## config.mk

```make
export PLATFORM = sky130hd
export DESIGN_NAME = muldiv_sequencer
export DESIGN_NICKNAME = d
export VERILOG_FILES = /design/src/rtl/alu_pkg.sv /design/src/rtl/muldiv_fix.sv /design/src/rtl/muldiv_sequencer.sv
export SDC_FILE = /design/constraint.sdc
export NUM_CORES = 2
export LEC_CHECK = 0
export BUFFER_PORTS_ARGS = -buffer_cell sky130_fd_sc_hd__buf_2
export CORE_MARGIN = 2
export CORE_UTILIZATION = 48
export CTS_CLUSTER_SIZE = 28
export DETAILED_ROUTE_END_ITERATION = 6
export PLACE_DENSITY_LB_ADDON = 0.12
export SYNTH_ARGS = -nofsm -noshare
export SYNTH_HDL_FRONTEND = slang
export SYNTH_SLANG_ARGS = --single-unit
```

## constraint.sdc

```tcl
create_clock -name clk -period 4.8 [get_ports clk]
set_input_delay 0.24 -clock clk [delete_from_list [all_inputs] [get_ports clk]]
set_output_delay 0.24 -clock clk [all_outputs]
set_load 0.01 [all_outputs]
```

## src/rtl/alu_pkg.sv

```systemverilog
// ALU control codes shared by the execute ALU and the multi-cycle mul/div sequencer,
// plus the sequencer's state and operation-class types.
package alu_pkg;

    localparam logic [5:0] ALU_ADD    = 6'd1;
    localparam logic [5:0] ALU_SUB    = 6'd2;
    localparam logic [5:0] ALU_AND    = 6'd3;
    localparam logic [5:0] ALU_OR     = 6'd4;
    localparam logic [5:0] ALU_XOR    = 6'd5;
    localparam logic [5:0] ALU_DIV    = 6'd6;
    localparam logic [5:0] ALU_DIVU   = 6'd7;
    localparam logic [5:0] ALU_REM    = 6'd8;
    localparam logic [5:0] ALU_REMU   = 6'd9;
    localparam logic [5:0] ALU_MUL    = 6'd10;
    localparam logic [5:0] ALU_MULH   = 6'd11;
    localparam logic [5:0] ALU_MULHU  = 6'd12;
    localparam logic [5:0] ALU_MULHSU = 6'd13;
    localparam logic [5:0] ALU_SLL    = 6'd14;
    localparam logic [5:0] ALU_SRL    = 6'd15;
    localparam logic [5:0] ALU_SRA    = 6'd16;
    localparam logic [5:0] ALU_SLT    = 6'd17;
    localparam logic [5:0] ALU_SLTU   = 6'd18;
    localparam logic [5:0] ALU_LUI    = 6'd19;
    localparam logic [5:0] ALU_AUIPC  = 6'd20;
    localparam logic [5:0] ALU_BEQ    = 6'd21;
    localparam logic [5:0] ALU_BNE    = 6'd22;
    localparam logic [5:0] ALU_BLT    = 6'd23;
    localparam logic [5:0] ALU_BGE    = 6'd24;
    localparam logic [5:0] ALU_BLTU   = 6'd25;
    localparam logic [5:0] ALU_BGEU   = 6'd26;
    localparam logic [5:0] ALU_JAL    = 6'd27;
    localparam logic [5:0] ALU_JALR   = 6'd28;
    localparam logic [5:0] ALU_PASS_A = 6'd29;
    localparam logic [5:0] ALU_PASS_B = 6'd30;
    localparam logic [5:0] ALU_ADDW   = 6'd31;
    localparam logic [5:0] ALU_SUBW   = 6'd32;
    localparam logic [5:0] ALU_SLLW   = 6'd33;
    localparam logic [5:0] ALU_SRLW   = 6'd34;
    localparam logic [5:0] ALU_SRAW   = 6'd35;
    localparam logic [5:0] ALU_ANDN   = 6'd36;
    localparam logic [5:0] ALU_ORN    = 6'd37;
    localparam logic [5:0] ALU_DIVW   = 6'd38;
    localparam logic [5:0] ALU_DIVUW  = 6'd39;
    localparam logic [5:0] ALU_REMW   = 6'd40;
    localparam logic [5:0] ALU_REMUW  = 6'd41;
    localparam logic [5:0] ALU_MULW   = 6'd42;

    typedef enum logic [1:0] {
        MD_IDLE = 2'd0,
        MD_CALC = 2'd1,
        MD_FIX  = 2'd2,
        MD_DONE = 2'd3
    } md_state_e;

    typedef enum logic [1:0] {
        MD_MUL_LO = 2'd0,
        MD_MUL_HI = 2'd1,
        MD_DIV    = 2'd2,
        MD_REM    = 2'd3
    } md_class_e;

    function automatic logic is_md_op(input logic [5:0] op_code);
        return ((op_code >= ALU_DIV)  && (op_code <= ALU_MULHSU)) ||
               ((op_code >= ALU_DIVW) && (op_code <= ALU_MULW));
    endfunction

endpackage

```

## src/rtl/muldiv_fix.sv

```systemverilog
// Sign correction and result selection for the mul/div engine; purely combinational.
module muldiv_fix
    import alu_pkg::*;
#(
    parameter int XLEN = 64
) (
    input  logic [2*XLEN-1:0] acc_i,
    input  md_class_e         cls_i,
    input  logic              word_i,
    input  logic              neg_res_i,
    input  logic              neg_rem_i,
    output logic [XLEN-1:0]   result_o
);

    localparam int HALF = XLEN / 2;

    logic [2*XLEN-1:0] prod;
    logic [XLEN-1:0]   quo;
    logic [XLEN-1:0]   rem;
    logic [XLEN-1:0]   sel;

    // acc_i holds the 128-bit product for multiplies, or {remainder, quotient} for divides.
    always_comb begin
        prod = neg_res_i ? -acc_i : acc_i;
        quo  = neg_res_i ? -acc_i[XLEN-1:0] : acc_i[XLEN-1:0];
        rem  = neg_rem_i ? -acc_i[2*XLEN-1:XLEN] : acc_i[2*XLEN-1:XLEN];
        case (cls_i)
            MD_MUL_HI: sel = prod[2*XLEN-1:XLEN];
            MD_DIV:    sel = quo;
            MD_REM:    sel = rem;
            default:   sel = prod[XLEN-1:0];
        endcase
        result_o = word_i ? {{HALF{sel[HALF-1]}}, sel[HALF-1:0]} : sel;
    end

endmodule

```

## src/rtl/muldiv_sequencer.sv

```systemverilog
// Iterative multiply/divide/remainder engine for the execute stage: one bit per cycle,
// shared shift/add and restoring-subtract datapath, pipeline stalled while it runs.
module muldiv_sequencer
    import alu_pkg::*;
#(
    parameter int XLEN = 64
) (
    input  logic            clk,
    input  logic            reset,
    input  logic            start,
    input  logic [5:0]      op,
    input  logic [XLEN-1:0] src_a,
    input  logic [XLEN-1:0] src_b,
    input  logic            flush,
    output logic            stall,
    output logic            busy,
    output logic            done,
    output logic [XLEN-1:0] result
);

    localparam int         HALF   = XLEN / 2;
    localparam logic [6:0] N_FULL = 7'(XLEN);
    localparam logic [6:0] N_WORD = 7'(HALF);

    md_state_e         state_q, state_d;
    logic [6:0]        cnt_q, cnt_d;
    logic [XLEN-1:0]   op1_q, op1_d;
    logic [XLEN-1:0]   op2_q, op2_d;
    logic [2*XLEN-1:0] acc_q, acc_d;
    logic [XLEN-1:0]   result_q, result_d;
    md_class_e         cls_q, cls_d;
    logic              word_q, word_d;
    logic              neg_res_q, neg_res_d;
    logic              neg_rem_q, neg_rem_d;

    logic              md_op, accept, word, sgn_a, sgn_b, is_div;
    logic              b_zero, ovf, special, neg_a, neg_b;
    md_class_e         cls;
    logic [XLEN-1:0]   ext_a, ext_b, mag_a, mag_b;

    logic [2*XLEN-1:0] mul_step, div_step;
    logic [XLEN:0]     rem_sh;
    logic [XLEN-1:0]   rem_sub;
    logic              ge;
    logic [XLEN-1:0]   fix_result;

    // Request decode and operand preparation.
    always_comb begin
        md_op  = is_md_op(op);
        accept = start & md_op & ~flush & ((state_q == MD_IDLE) | (state_q == MD_DONE));
        word   = op[5];
        sgn_a  = 1'b0;
        sgn_b  = 1'b0;
        cls    = MD_MUL_LO;
        case (op)
            ALU_DIV, ALU_DIVW:   begin cls = MD_DIV; sgn_a = 1'b1; sgn_b = 1'b1; end
            ALU_DIVU, ALU_DIVUW: cls = MD_DIV;
            ALU_REM, ALU_REMW:   begin cls = MD_REM; sgn_a = 1'b1; sgn_b = 1'b1; end
            ALU_REMU, ALU_REMUW: cls = MD_REM;
            ALU_MULH:            begin cls = MD_MUL_HI; sgn_a = 1'b1; sgn_b = 1'b1; end
            ALU_MULHU:           cls = MD_MUL_HI;
            ALU_MULHSU:          begin cls = MD_MUL_HI; sgn_a = 1'b1; end
            default:             cls = MD_MUL_LO;
        endcase
        is_div = (cls == MD_DIV) | (cls == MD_REM);

        if (word) begin
            ext_a = sgn_a ? {{HALF{src_a[HALF-1]}}, src_a[HALF-1:0]} : {{HALF{1'b0}}, src_a[HALF-1:0]};
            ext_b = sgn_b ? {{HALF{src_b[HALF-1]}}, src_b[HALF-1:0]} : {{HALF{1'b0}}, src_b[HALF-1:0]};
        end else begin
            ext_a = src_a;
            ext_b = src_b;
        end
        neg_a = sgn_a & ext_a[XLEN-1];
        neg_b = sgn_b & ext_b[XLEN-1];
        mag_a = neg_a ? -ext_a : ext_a;
        mag_b = neg_b ? -ext_b : ext_b;

        b_zero  = word ? (src_b[HALF-1:0] == '0) : (src_b == '0);
        ovf     = sgn_b & (word ? ((src_a[HALF-1:0] == {1'b1, {(HALF-1){1'b0}}}) & (&src_b[HALF-1:0]))
                                : ((src_a == {1'b1, {(XLEN-1){1'b0}}}) & (&src_b)));
        special = is_div & (b_zero | ovf);
    end

    // One iteration step; op1 is consumed MSB-first, so W operands are pre-shifted into the top half.
    always_comb begin
        mul_step = {acc_q[2*XLEN-2:0], 1'b0} + (op1_q[XLEN-1] ? {{XLEN{1'b0}}, op2_q} : '0);
        rem_sh   = {acc_q[2*XLEN-1:XLEN], op1_q[XLEN-1]};
        ge       = rem_sh >= {1'b0, op2_q};
        rem_sub  = rem_sh[XLEN-1:0] - op2_q;
        div_step = {ge ? rem_sub : rem_sh[XLEN-1:0], acc_q[XLEN-2:0], ge};
    end

    muldiv_fix #(
        .XLEN(XLEN)
    ) u_fix (
        .acc_i     (acc_q),
        .cls_i     (cls_q),
        .word_i    (word_q),
        .neg_res_i (neg_res_q),
        .neg_rem_i (neg_rem_q),
        .result_o  (fix_result)
    );

    always_comb begin
        state_d   = state_q;
        cnt_d     = cnt_q;
        op1_d     = op1_q;
        op2_d     = op2_q;
        acc_d     = acc_q;
        result_d  = result_q;
        cls_d     = cls_q;
        word_d    = word_q;
        neg_res_d = neg_res_q;
        neg_rem_d = neg_rem_q;

        case (state_q)
            MD_IDLE, MD_DONE: begin
                if (accept) begin
                    cls_d  = cls;
                    word_d = word;
                    op1_d  = word ? {mag_a[HALF-1:0], {HALF{1'b0}}} : mag_a;
                    op2_d  = mag_b;
                    if (special) begin
                        // Preload {remainder, quotient} so FIX emits the architected special result.
                        acc_d     = b_zero ? {ext_a, {XLEN{1'b1}}} : {{XLEN{1'b0}}, ext_a};
                        neg_res_d = 1'b0;
                        neg_rem_d = 1'b0;
                        cnt_d     = '0;
                        state_d   = MD_FIX;
                    end else begin
                        acc_d     = '0;
                        neg_res_d = neg_a ^ neg_b;
                        neg_rem_d = neg_a;
                        cnt_d     = word ? N_WORD : N_FULL;
                        state_d   = MD_CALC;
                    end
                end else if (state_q == MD_DONE) begin
                    state_d = MD_IDLE;
                end
            end
            MD_CALC: begin
                acc_d = ((cls_q == MD_DIV) | (cls_q == MD_REM)) ? div_step : mul_step;
                op1_d = {op1_q[XLEN-2:0], 1'b0};
                cnt_d = cnt_q - 7'd1;
                if (cnt_q == 7'd1) begin
                    state_d = MD_FIX;
                end
            end
            MD_FIX: begin
                result_d = fix_result;
                state_d  = MD_DONE;
            end
            default: state_d = MD_IDLE;
        endcase

        if (flush) begin
            state_d  = MD_IDLE;
            cnt_d    = '0;
            result_d = result_q;
        end
    end

    always_ff @(posedge clk) begin
        if (reset) begin
            state_q   <= MD_IDLE;
            cnt_q     <= '0;
            op1_q     <= '0;
            op2_q     <= '0;
            acc_q     <= '0;
            result_q  <= '0;
            cls_q     <= MD_MUL_LO;
            word_q    <= 1'b0;
            neg_res_q <= 1'b0;
            neg_rem_q <= 1'b0;
        end else begin
            state_q   <= state_d;
            cnt_q     <= cnt_d;
            op1_q     <= op1_d;
            op2_q     <= op2_d;
            acc_q     <= acc_d;
            result_q  <= result_d;
            cls_q     <= cls_d;
            word_q    <= word_d;
            neg_res_q <= neg_res_d;
            neg_rem_q <= neg_rem_d;
        end
    end

    assign busy   = (state_q == MD_CALC) | (state_q == MD_FIX);
    assign done   = (state_q == MD_DONE);
    assign stall  = busy | accept;
    assign result = result_q;

endmodule

```

* Yosys cells after proc, flatten, opt, wreduce, memory -nomap -nowiden
Cells that the tools add are included.
** Word-level totals
- Latch bits :: 0
- ROM bits :: 0
- RAM bits :: 0
- Flip-flop bits (word level) :: 334
- Input bits :: 138
- Memories :: 0
- Logic and storage cells :: 122
- Output and inout bits :: 67
** Cells by class
- Muxes and demuxes :: 37
- Multiply operators :: 0
- Order comparisons :: 5
- Shift-type cells :: 0
- Div/mod/pow operators :: 0
- Equal/unequal tests :: 25
- Reduce and logical (&&, ||, !) cells :: 20
- $add $sub $neg :: 8
- Bitwise operators :: 17
** Operators with widths (count)
- 2-to-1 mux 64 bit :: 13
- 2-to-1 mux 128 bit :: 5
- negator 64 bit :: 4
- case mux 128 bit (2 select lines) :: 1
- case mux 64 bit (3 select lines) :: 1
- adder 128 x 64 -> 128 bit :: 1
- negator 128 bit :: 1
- case mux 64 bit (2 select lines) :: 1
- >= comparator 65 x 64 -> 1 bit :: 1
- == test 64 bit, second input constant :: 1
- logical NOT 64 bit :: 1
- AND reduction 64 bit :: 1
- subtractor 64 bit :: 1
- == test 32 bit, second input constant :: 1
- logical NOT 32 bit :: 1
- AND reduction 32 bit :: 1
- == test 6 x 4 -> 1 bit, second input constant :: 5
- == test 6 bit, second input constant :: 4
- 2-to-1 mux 7 bit :: 3
- case mux 7 bit (2 select lines) :: 1
- == test 2 bit, second input constant :: 6
- == test 6 x 3 -> 1 bit, second input constant :: 2
- case mux 2 bit (3 select lines) :: 2
- AND 1 bit :: 9
- other kinds (24) :: 45

* Longest topological paths before layout
- Depth after elaboration :: 10
- Gate-level depth with buffers :: 18
- Mapped depth without buffers :: 16

* Cells and area by module
From an unflattened synthesis, not the netlist that was laid out.
** Second synthesis, totals
- Cell total of the unflattened synthesis :: 5202
- Area total of the unflattened synthesis :: 35315.1 um^2
** Modules (own cells, without submodules)
- muldiv_sequencer :: area an instance 28884.0 um^2, times used 1, sequential area each 6686.4 um^2, cells each 4176
- muldiv_fix :: area an instance 6431.2 um^2, times used 1, sequential area each 0.0 um^2, cells each 1026

* Least setup slack after synthesis
No wires, ideal clock.
- Kind :: register to register
- Start point :: register op1_q[63]
- End point :: register acc_q[122]
- Stages on the path, launching flop included :: 17
- Setup time :: 0.086 ns
- Clock period less this slack :: 4.218 ns
- Arrival time :: 4.132 ns
- Required time :: 4.714 ns
- Setup slack :: 0.582 ns
- Path buffers :: 1
- Cells stage by stage :: dfxtp_1 -> inv_2 -> clkbuf_1 -> ha_1 -> inv_1 -> fa_1 -> a21o_1 -> a311o_1 -> a221oi_1 -> o2111ai_1 -> a21o_1 -> a2111oi_0 -> o41a_1 -> o21ai_0 -> mux2_2 -> and3_1 -> a211oi_1
** On the way
- Longest elaborated chain between the ends :: 4
- Elaborated cells on any way between the ends :: 7
- Those cells by class :: add/sub (2); order compare (1); mux (4)
** RTL lines
- from (decl) :: RTL line muldiv_sequencer.sv:27 : logic [XLEN-1:0] op1_q, op1_d;
- from (signal assigned) :: RTL line muldiv_sequencer.sv:179 : op1_q <= op1_d;
- 2-to-1 mux 64 bit, or another cell as far along :: RTL line muldiv_sequencer.sv:87 : mul_step = {acc_q[2*XLEN-2:0], 1'b0} + (op1_q[XLEN-1] ? {{XLEN{1'b0}}, op2_q} : '0);
- adder 128 x 64 -> 128 bit / 2-to-1 mux 64 bit (equally long branches) :: RTL line muldiv_sequencer.sv:87, muldiv_sequencer.sv:91
- 2-to-1 mux 128 bit (*) :: RTL line muldiv_sequencer.sv:143 : acc_d = ((cls_q == MD_DIV) | (cls_q == MD_REM)) ? div_step : mul_step;
- case mux 128 bit (2 select lines) (*) :: RTL line muldiv_sequencer.sv:117 : case (state_q)
- to (signal assigned) :: RTL line muldiv_sequencer.sv:170 : acc_q <= '0;
- to (signal assigned) :: RTL line muldiv_sequencer.sv:181 : acc_q <= acc_d;
- to (decl) :: RTL line muldiv_sequencer.sv:29 : logic [2*XLEN-1:0] acc_q, acc_d;
Every way passes the cells marked *; elsewhere a longest branch is shown, timed or not.
A chain may end at the register's enable or synchronous reset.

* Worst setup path after layout
- Start point :: register op1_q[63]
- End point :: register acc_q[110]
Same word-level chain as after synthesis.

==> out/results.txt <==
pin count of the biggest net entering global routing: 116
M1 WL: 62.8 mm
num ports: 205
nets@finish: 5094
Final min period: 4670 ps
Synth Area per Inst: 6.85 um^2
slew margin rel.: 17.2%
Data required, critical path: 5280 ps
Top FF cell, synth: dfxtp_1
Max Used Layer: met5
wire per inst: 27.4 um
clk root buf: clkbuf_16
synth unique cells: 95
post-synthesis sequential area ratio: 20.6%
Final Hold Viols: 0
clock buffer depth: 3
global-route wire length before repair: 229 mm
CTS Buf Count: 44
I/O Buffers: 204
Final GP Congestion: 1.07
Non-Filler Instances: 5728
Gate power share: 32.9%
grt total ovfl: 0
DR iter-0 viols: 5052
H-Tree Depth: 2
worst hold-check path type: in -> reg
DIE AREA: 69600 um^2
worst path arrival time: 5150 ps
Setup Skew: 31.4 ps
clock share of power: 37.8%
cell taking the most area after synthesis: dfxtp_1
P_leak: 14.3 nW
Initial Util: 48.3%
Max Fanout on Critical Path: 31
gr usage total: 43.2%
#FFs+latches synth: 334
DR pass1 iterations: 7
Clock Latency Late Sink: 630 ps
failing checks: design-rule violations
met3 routed WL: 17.6 mm
Final period util: 97.3%
Gate Count Post-Synth: 4730
Net Sw Frac: 37.5%
outcome: finished, violations left
core area: 67000 um^2
DRC viols: 1
Area growth syn-to-layout: 12.8%
Pint: 6.28 mW
Yosys top cell area share: 20.6%
initial antenna violation count: 8
syn_nets: 5009
DP Cell Count: 5632
layout cells sized above 1: 12.2%
Post-Route WL: 157 mm
Switch Pwr: 3.77 mW
CP Cell Sequence: inv_2 -> buf_12 -> nor2_1 -> ha_1 -> o21ai_0 -> o21bai_1 -> o21ai_0 -> o21ai_0 -> and3_1 -> o31ai_1 -> buf_4 -> a2111oi_0 -> buf_4 -> nand4_1 -> xnor2_1 -> a221oi_1 -> a211oi_1
Setup Fix Bufs, Post-CTS: 0
Post-synth ARST share: 0%
Crit. End Element: flop
crit start category: flop
Final ANT Viol Nets: 0
crit path buf inv count: 4
number of global-route vias before repair: 34800
cell area after synthesis: 32400 um^2
post-route cell area: 36600 um^2
Seq pwr share: 29.4%
clock sink count: 334
RSZ-0062 raised after global routing: false
FP Rows: 95
Cell Area, Placed: 34800 um^2
CTS tree: done
Worst IR Drop VDD: 0.242 mV
via density per instance: 6.66
chip width: 264 um
Setup CP Type: reg -> reg
Yosys warnings: 0
post-route setup TNS: 0 ps
Worst-Margin Slew: 1230 ps
clock-pin slew on the worst setup and hold paths: 70 ps
chip height: 264 um
post-route worst setup slack: 129 ps
met2 wire length: 66.8 mm
Max stage delay on crit path: 660 ps
Post-DP HPWL: 120 mm
number of synthesized flops with an enable pin: 0
CP dominant cell by count: o21ai_0
final setup vio count: 0
largest cells by area after synthesis: dfxtp_1, nor2_1, a21oi_1
kind of cell adding the most delay to the critical path: compound AO/OA/AOI/OAI gates
max-slew violations: 0
final hold slack: 12.4 ps
Max Clk Rate: 214 MHz
top cells by count, synth: nor2_1, a21oi_1, nand2_1, clkbuf_1, dfxtp_1
Max-Cap Viols: 0
dpl ws: 212 ps
count leader, synth: nor2_1
Pwr per Cell Area: 275 nW/um^2
Worst path slowest cell: o21ai_0
via count: 38200
==> cell type report <==
| cell class | count | area, um^2 |
|---|---|---|
| antenna | 4 | 10.0 |
| clock buffer | 58 | 1220 |
| clock inverter | 24 | 393 |
| fill | 6753 | 30500 |
| inverter | 145 | 544 |
| multi-input combinational | 3871 | 23800 |
| sequential | 334 | 6700 |
| tap | 873 | 1090 |
| timing repair buffer | 419 | 2800 |
==> through the flow <==
step	power, mW	utilization (%)
after floorplan	4.97	-
after global placement	6.17	51.9
after detailed placement	6.15	51.9
after CTS	9.92	54.5
after global routing	10.3	54.5
final	10.0	54.5
==> power by group through the flow <==
stage | Combinational [mW] | Sequential (mW) | Clock, mW
5_1_grt | 3.46 | 2.96 | 3.89
3_3_place_gp | 3.16 | 3.01 | 0
2_1_floorplan | 2.00 | 2.97 | 0
6_report | 3.30 | 2.95 | 3.79
3_5_place_dp | 3.14 | 3.01 | 0
4_1_cts | 3.17 | 2.95 | 3.81
==> placed cells by master, fill, tap and decap left out, drive strengths merged, types with 48 or more instances in the layout <==
cell / netlist / routed
a211oi: 154 / 154
a21o: 68 / 68
a21oi: 450 / 450
a31oi: 48 / 48
buf: 30 / 408
clkbuf: 350 / 59
dfxtp: 334 / 334
ha: 139 / 139
inv: 144 / 148
nand2: 445 / 445
nand3: 84 / 84
nand4: 91 / 91
nor2: 602 / 602
nor3: 221 / 221
nor4: 49 / 49
o211ai: 53 / 53
o21ai: 335 / 335
o31ai: 63 / 63
or4: 48 / 48
xnor2: 207 / 207
xor2: 191 / 191
==> layer usage <==
metal / track usage [%] / vias up
li1: - / 17400
met1: 57.4 / 17900
met2: 65.3 / 2378
met3: 9.25 / 492
met4: 23.4 / 8
met5: 0 / -
==> worst min-delay path, delay by kind of cell <==
kind,cells,cell delay (ps)
AOI/OAI and AO/OA,1,90
xor gates and xnor gates,1,160
buffers and inverters,1,110
==> flip-flops by register name, indices dropped and copies added (netlist names) <==
register,count
acc_q,128
op1_q,64
op2_q,64
result,64
cnt_q,7
cls_q,2
state_q,2
neg_rem_q,1
neg_res_q,1
word_q,1
==> worst paths after layout <==
kind                  start          to  slack [ps]  cells after the start
setup / recovery  op1_q[63]  acc_q[110]         130                     17
hold / removal    src_b[28]   op2_q[28]          10                      3
setup reg to reg  op1_q[63]  acc_q[110]         130                     17
hold reg to reg   op2_q[60]   op2_q[60]         450                      2
==> repair_timing <==
| action | 4_1_cts | 5_1_grt |
|---|---|---|
| gates resized for setup | 0 | 3 |
| endpoints found under the hold margin | 23 | 0 |
| setup endpoints to repair | 0 | 5 |
| hold buffers | 10 | 0 |
==> kinds of logic (layout without fill, tap and decap cells) <==
kind of cell	Yosys count	in the layout	synth area share, %
simple gates	1779	1779	25.7
fa+ha+maj	141	141	5.49
compound gates	1504	1504	29.6
other cells	0	4	0
xor+xnor	398	398	10.8
buf+inv	525	646	6.17
flops	334	334	20.6
mux	49	49	1.60
(Power assumes the default switching activity.)
